File: src/rtl/dbg_bus_master.sv
// Byte-serial debug command decoder that drives a 32-bit data bus (read/write).
// Optional macro DBG_AUTOINC_EN enables the 'N' opcode: auto-increment address by 4 and read.
module dbg_bus_master #(
    parameter logic [7:0] ACK_BYTE = 8'h4B,
    parameter logic [7:0] NAK_BYTE = 8'h3F
) (
    input  logic        clk,
    input  logic        reset,
    input  logic [7:0]  rx_data,
    input  logic        rx_valid,
    output logic        rx_ready,
    output logic [7:0]  tx_data,
    output logic        tx_valid,
    input  logic        tx_ready,
    output logic [31:0] mst_address,
    output logic [31:0] mst_write_data,
    output logic [1:0]  mst_mode,
    input  logic [31:0] mst_read_data
);

    localparam logic [7:0] OP_READ  = 8'h52;
    localparam logic [7:0] OP_WRITE = 8'h57;
`ifdef DBG_AUTOINC_EN
    localparam logic [7:0] OP_NEXT  = 8'h4E;
`endif

    typedef enum logic [2:0] {IDLE, ADDR, DATA, BUS, RESP} state_t;

    state_t      state, state_nxt;
    logic [1:0]  byte_cnt;
    logic        is_write;
    logic [31:0] resp_reg;
    logic [1:0]  tx_cnt;
    logic [1:0]  tx_last;
    logic        rx_fire;
    logic        tx_fire;
    logic        is_rw_op;
    logic        is_next_op;

    assign rx_fire  = rx_valid && rx_ready;
    assign tx_fire  = tx_valid && tx_ready;
    assign is_rw_op = (rx_data == OP_READ) || (rx_data == OP_WRITE);
`ifdef DBG_AUTOINC_EN
    assign is_next_op = (rx_data == OP_NEXT);
`else
    assign is_next_op = 1'b0;
`endif

    // tx_data tracks the selected response byte even when idle; tx_valid qualifies it
    assign tx_data = resp_reg[{tx_cnt, 3'b000} +: 8];

    always_ff @(posedge clk) begin
        if (reset) begin
            state <= IDLE;
        end else begin
            state <= state_nxt;
        end
    end

    always_comb begin
        state_nxt = state;
        rx_ready  = 1'b0;
        tx_valid  = 1'b0;
        mst_mode  = 2'b00;
        case (state)
            IDLE: begin
                rx_ready = 1'b1;
                if (rx_valid) begin
                    if (is_rw_op)        state_nxt = ADDR;
                    else if (is_next_op) state_nxt = BUS;
                    else                 state_nxt = RESP;
                end
            end
            ADDR: begin
                rx_ready = 1'b1;
                if (rx_valid && byte_cnt == 2'd3) state_nxt = is_write ? DATA : BUS;
            end
            DATA: begin
                rx_ready = 1'b1;
                if (rx_valid && byte_cnt == 2'd3) state_nxt = BUS;
            end
            BUS: begin
                mst_mode  = is_write ? 2'b10 : 2'b01;
                state_nxt = RESP;
            end
            RESP: begin
                tx_valid = 1'b1;
                if (tx_ready && tx_cnt == tx_last) state_nxt = IDLE;
            end
            default: state_nxt = IDLE;
        endcase
    end

    always_ff @(posedge clk) begin
        if (reset) begin
            byte_cnt       <= 2'd0;
            is_write       <= 1'b0;
            mst_address    <= 32'h0;
            mst_write_data <= 32'h0;
            resp_reg       <= 32'h0;
            tx_cnt         <= 2'd0;
            tx_last        <= 2'd0;
        end else begin
            case (state)
                IDLE: begin
                    if (rx_fire) begin
                        byte_cnt <= 2'd0;
                        tx_cnt   <= 2'd0;
                        if (is_rw_op) begin
                            is_write <= (rx_data == OP_WRITE);
                        end else if (is_next_op) begin
                            is_write    <= 1'b0;
                            mst_address <= mst_address + 32'd4;
                        end else begin
                            resp_reg <= {24'h0, NAK_BYTE};
                            tx_last  <= 2'd0;
                        end
                    end
                end
                ADDR: begin
                    if (rx_fire) begin
                        mst_address[{byte_cnt, 3'b000} +: 8] <= rx_data;
                        byte_cnt <= byte_cnt + 2'd1;
                    end
                end
                DATA: begin
                    if (rx_fire) begin
                        mst_write_data[{byte_cnt, 3'b000} +: 8] <= rx_data;
                        byte_cnt <= byte_cnt + 2'd1;
                    end
                end
                BUS: begin
                    tx_cnt <= 2'd0;
                    if (is_write) begin
                        resp_reg <= {24'h0, ACK_BYTE};
                        tx_last  <= 2'd0;
                    end else begin
                        resp_reg <= mst_read_data;
                        tx_last  <= 2'd3;
                    end
                end
                RESP: begin
                    // return to byte 0 after the last handshake so idle output is deterministic
                    if (tx_fire) tx_cnt <= (tx_cnt == tx_last) ? 2'd0 : tx_cnt + 2'd1;
                end
                default: ;
            endcase
        end
    end

endmodule
File: config.mk
export PLATFORM = sky130hd
export DESIGN_NAME = dbg_bus_master
export DESIGN_NICKNAME = d
export VERILOG_FILES = /design/src/rtl/dbg_bus_master.sv
export SDC_FILE = /design/constraint.sdc
export NUM_CORES = 1
export LEC_CHECK = 0
export BUFFER_PORTS_ARGS = -buffer_cell sky130_fd_sc_hd__buf_4
export CAP_MARGIN = 20
export CELL_PAD_IN_SITES_DETAIL_PLACEMENT = 0
export CELL_PAD_IN_SITES_GLOBAL_PLACEMENT = 2
export CORE_MARGIN = 10
export CORE_UTILIZATION = 30
export DETAILED_ROUTE_END_ITERATION = 16
export PLACE_DENSITY = 0.84
export SLEW_MARGIN = 20
export SYNTH_ARGS = -nofsm -noshare
export SYNTH_HDL_FRONTEND = slang
export SYNTH_SLANG_ARGS = --single-unit
File: constraint.sdc
create_clock -name clk -period 2.7 [get_ports clk]
set_input_delay 0.27 -clock clk [delete_from_list [all_inputs] [get_ports clk]]
set_output_delay 0.27 -clock clk [all_outputs]
set_load 0.01 [all_outputs]
== Word-level counts from Yosys, hierarchy flattened ==
Index checks and enable logic that the tools add are counted.
Storage, ports and cells
  bits of input ports: 44
  output and inout port bits: 76
  flip-flop bits (word level): 106
  word-level logic and storage cells: 75
Cells by class
  reduce and logical (&&, ||, !) cells: 18
  shift-type cells: 3
  multiplexer cells: 27
  equality and inequality tests: 16
  add/sub/neg operators: 3
Operators with widths (number)
  $mux 32: 3
  $bwmux 32: 2
  $pmux 32 s2: 1
  $shift 8x7->32 const A: 1
  $shiftx 32x6->8: 1
  $shiftx 8x7->32: 1
  $mux 2: 9
  $eq 8x7->1 const B: 2
  $mux 3: 5
  $pmux 3 s5: 1
  $ne 2x2->1 const B: 7
  $reduce_and 3->1: 4
  $pmux 2 s2: 2
  $neg 5->7: 1
  $eq 3x2->1 const B: 2
  $pmux 2 s3: 1
  $add 2x1->2 const B: 2
  $logic_and 1x1->1: 4
  $reduce_and 2->1: 2
  $reduce_and 4->1: 1
  $reduce_bool 2->1: 2
  $eq 3x1->1 const B: 1
  $eq 3x3->1 const B: 1
  $logic_not 3->1: 1
  8 further kinds: 10

== Logic depth before layout (Yosys ltp) ==
  depth after elaboration: 6
  gate-level depth with buffers: 7
  gate-level depth less buffers: 6

== Least setup slack after synthesis ==
No wires, ideal clock.
  path type: reg-to-reg
  start: register byte_cnt[0]
  end: register mst_address[16]
  arrival: 1.936 ns
  setup slack: 0.693 ns
  buffers on the path: 1
  setup time: 0.070 ns
  clock period less this slack: 2.007 ns
  cell stages (with the launch flop): 7
  cell sequence: dfxtp_1 -> inv_1 -> ha_1 -> nor3b_1 -> clkbuf_1 -> nand3_1 -> a21oi_1
Between the ends
  longest elaborated chain between the ends: 3
RTL lines
  start: declaration: line 30  | logic [1:0] byte_cnt;
  start signal: assignment: line 123  | byte_cnt <= byte_cnt + 2'd1;
  start signal: assignment: line 129  | byte_cnt <= byte_cnt + 2'd1;
  $neg 5->7 *: line 122  | mst_address[{byte_cnt, 3'b000} +: 8] <= rx_data;
  $shiftx 8x7->32 or $shift 8x7->32 (tied branches): line 122
  $bwmux 32 *: line 122
  end signal: assignment: line 113  | mst_address <= mst_address + 32'd4;
  end signal: indexed assignment: line 122
  end: declaration: line 15  | output logic [31:0] mst_address,
Every way passes the cells marked *; elsewhere a longest branch is shown, timed or not.
A chain may end at the register's enable or synchronous reset.

== Worst setup path in the final report ==
  start: register tx_cnt[0]
  end: output tx_data[6]
Between the ends
  longest elaborated chain between the ends: 1
RTL lines
  start: declaration: line 33  | logic [1:0] tx_cnt;
  start signal: assignment: line 144  | if (tx_fire) tx_cnt <= (tx_cnt == tx_last) ? 2'd0 : tx_cnt + 2'd1;
  $shiftx 32x6->8: line 50  | assign tx_data = resp_reg[{tx_cnt, 3'b000} +: 8];
  end: declaration: line 12  | output logic [7:0] tx_data,
No other way between the ends.

==> out/qor.csv <==
stage,metric,value,unit
status,run status,"complete, no violations",
timing,Final Hold Viols,0,
cells_and_area,Finished Cell Area,5580,µm²
setup_path,worst path required time,2.43,ns
clock_network,CTS buffer count,9,
setup_path,CP max stage cell,dfxtp_1,
setup_path,startpoint types,register,
route,Initial DRT Pass Iterations,4,
grt,antenna violations before repair,0,
synthesis,most instantiated cells after synthesis,"dfxtp_1 (105), nand2_1 (80), a21oi_1 (69), nand3_1 (67), clkbuf_1 (25)",
placed_design,Placer Congestion,0.753,
timing,final count of negative-setup-slack endpoints,0,
synthesis,share of the yosys chip area belonging to registers,0.490,
cells_and_area,Final nets,622,
timing,pins over their slew limit,0,
setup_path,Bufs and invs on worst path,1,
cells_and_area,ANT cells,0,
synthesis,leading cell types by total area after synthesis,"dfxtp_1 (49%), a21oi_1 (8.1%), nand3_1 (7.8%)",
clock_network,Clock Pin Slew Worst Setup and Hold Paths,0.07,ns
synthesis,syn nets,524,
clock_network,Resized cells post-CTS,0,
clock_network,hold_buf cts,0,
route,met3 wire len,886,µm
synthesis,synth unique cells,43,
power,pwr dens,551,nW/µm²
power,Net Sw Frac,0.232,
clock_network,H-tree levels,3,
grt,global-route wire length before repair,20.6,mm
synthesis,Syn Area/Cell,9.03,µm²
route,metal1 wirelength,5.75,mm
clock_network,clk sinks,105,
power,leakage power,2.12,nW
synthesis,Synth Warn #,0,
timing,crit path time final,2.15,ns
setup_path,WS Path Type,reg2out,
grt,largest net degree at the start of global routing,75,
timing,crit share post-route,0.797,
die,Die H,140,µm
route,Routed Antenna Nets,0,
timing,clk_skew,0.00602,ns
setup_path,crit-path leading delay family,flip-flops,
timing,unrepaired setup endpoints after global routing,false,
cells_and_area,synthesis-to-finish area growth,30.2,%
route,DR iter-0 viols,240,
route,Via Count,3761,
clock_network,setup bufs post-CTS,0,
synthesis,post-synth design cell area,4290,µm²
synthesis,Synth async-reset ratio,0,
route,routed len/inst,17.2,µm
placed_design,Placed Area,5280,µm²
power,internal power,2.37,mW
setup_path,CP peak stage delay,0.76,ns
synthesis,synthesized flop and latch total,105,
route,met2 WL,6.17,mm
setup_path,Crit Path Max Fanout,13,
cells_and_area,fraction of layout instances using a drive strength above 1,0.311,
synthesis,Post-synth top flop,dfxtp_1,
setup_path,nature of the critical path endpoint,output pin,
route,Via density,4.96,
grt,gr usage total,0.130,
clock_network,TritonCTS clock tree,built,
timing,Slew headroom,0.472,
route,DRC Markers,0,
timing,Highest Clock Rate,465,MHz
setup_path,WP data arrival,1.88,ns
placed_design,PortBufs,119,
hold_path,worst min path class,in2reg,
synthesis,share of the synthesized area in the top cell type,0.490,
clock_network,CTS root buf,clkbuf_16,
clock_network,"Clk Latency, worst-skew pair",0.35,ns
synthesis,Synth area leader,dfxtp_1,
power,Comb power frac,0.058,
power,Reg power frac,0.509,
synthesis,Post-Syn Instances,475,
cells_and_area,fill cell count,1369,
flow_run,max-cap viol count,0,
route,routed wire length,13.0,mm
die,Site Rows,43,
timing,total negative slack,0,ns
timing,worst-margin pin slew,0.792,ns
power,peak supply drop,0.260,mV
die,Initial Utilization,0.308,
placed_design,Placed Instances,742,
die,die width,140,µm
power,NetSw,0.713,mW
power,clock power share,0.433,
die,Die ar.,19500,µm²
clock_network,Max Root-Sink Buffers,2,
die,core box area,13900,µm²
grt,grt total ovfl,0,
cells_and_area,Non-Filler Instances,758,
synthesis,Post-synth EDFFs,0,
placed_design,Final HPWL DP,9.27,mm
grt,number of global-route vias before repair,3793,
synthesis,most common cell in the netlist,dfxtp_1,
route,highest routed layer,met4,
cells_and_area,sequential cell area,2100,µm²
die,num ports,120,
setup_path,worst-path cell chain,mux4_2 -> buf_4,
cells_and_area,multi-input combinational cell area,1990,µm²
[stage by stage]
stage           util  worst slack (ns)  hold slack, ns  total power [mW]
5_1_grt        0.401             0.415           0.128              3.18
3_5_place_dp   0.379             0.692           0.449              1.78
4_1_cts        0.401             0.509           0.120              3.12
3_3_place_gp   0.379             0.798           0.447              1.78
6_report       0.401             0.547           0.129              3.08
2_1_floorplan      -             0.693           0.403              1.69
[layout make-up]
cell class | instances | area share
clock buffers | 9 | 0.0403
repair buffers | 126 | 0.169
flip-flops and latches | 105 | 0.377
well taps | 180 | 0.0403
multi-input cells | 326 | 0.356
clock inverters | 7 | 0.0141
inverters | 5 | 0.00336
[placed cells by master (no fill, tap or decap), types with 2 or more instances in the layout]
master,synthesis,routed
ha_1,5,5
a21oi_1,69,69
nor3_1,7,7
nand2_1,80,80
mux2i_1,2,2
o21ai_0,8,8
clkbuf_16,0,9
nor2_1,8,8
inv_6,0,2
inv_1,4,4
buf_4,0,126
clkinvlp_4,0,3
nor2b_1,5,5
o221a_2,6,6
a31oi_1,3,3
nor3b_1,3,3
nand3_1,67,67
a22o_2,16,16
and2_1,9,9
a22o_1,9,9
nand2b_1,2,2
mux4_2,8,8
dfxtp_1,105,105
[logic make-up (layout without fill, tap and decap cells)]
kind of cell | Yosys count | count (layout) | share of synthesized area
compound gates | 117 | 117 | 0.179
flops | 105 | 105 | 0.490
mux | 11 | 11 | 0.0493
xor+xnor | 1 | 1 | 0.00204
simple gates | 192 | 192 | 0.218
fa+ha+maj | 5 | 5 | 0.0146
buf+inv | 44 | 147 | 0.0464
[metal layers]
metal | vias to the layer above | GRT usage
met5 | - | 0
met4 | 0 | 0.0478
met3 | 14 | 0.0415
met2 | 89 | 0.202
met1 | 1772 | 0.164
li1 | 1886 | -
[power by group through the flow]
stage               Clock, mW  Combinational, mW  Sequential (mW)
global placement            0              0.178             1.60
floorplan                   0             0.0943             1.60
detailed placement          0              0.181             1.60
global route             1.42              0.192             1.57
finish                   1.33              0.178             1.57
CTS                      1.38              0.181             1.57
[worst register-to-register path, cell delays in order, from the launching register on]
cell and delay, ns:
dfxtp_1 0.52, and3b_1 0.31, nand2_1 0.18, nor2_1 0.45, buf_4 0.33, a22o_2 0.18
[final timing paths]
check                     start            endpoint  slack [ns]  cells past startpoint
max                   tx_cnt[0]          tx_data[6]        0.55                      2
min           mst_read_data[20]        resp_reg[20]        0.13                      2
max reg2reg            state[1]        resp_reg[26]        0.67                      5
min reg2reg  mst_write_data[10]  mst_write_data[10]        0.45                      2
Power figures use the tool's default switching activity.
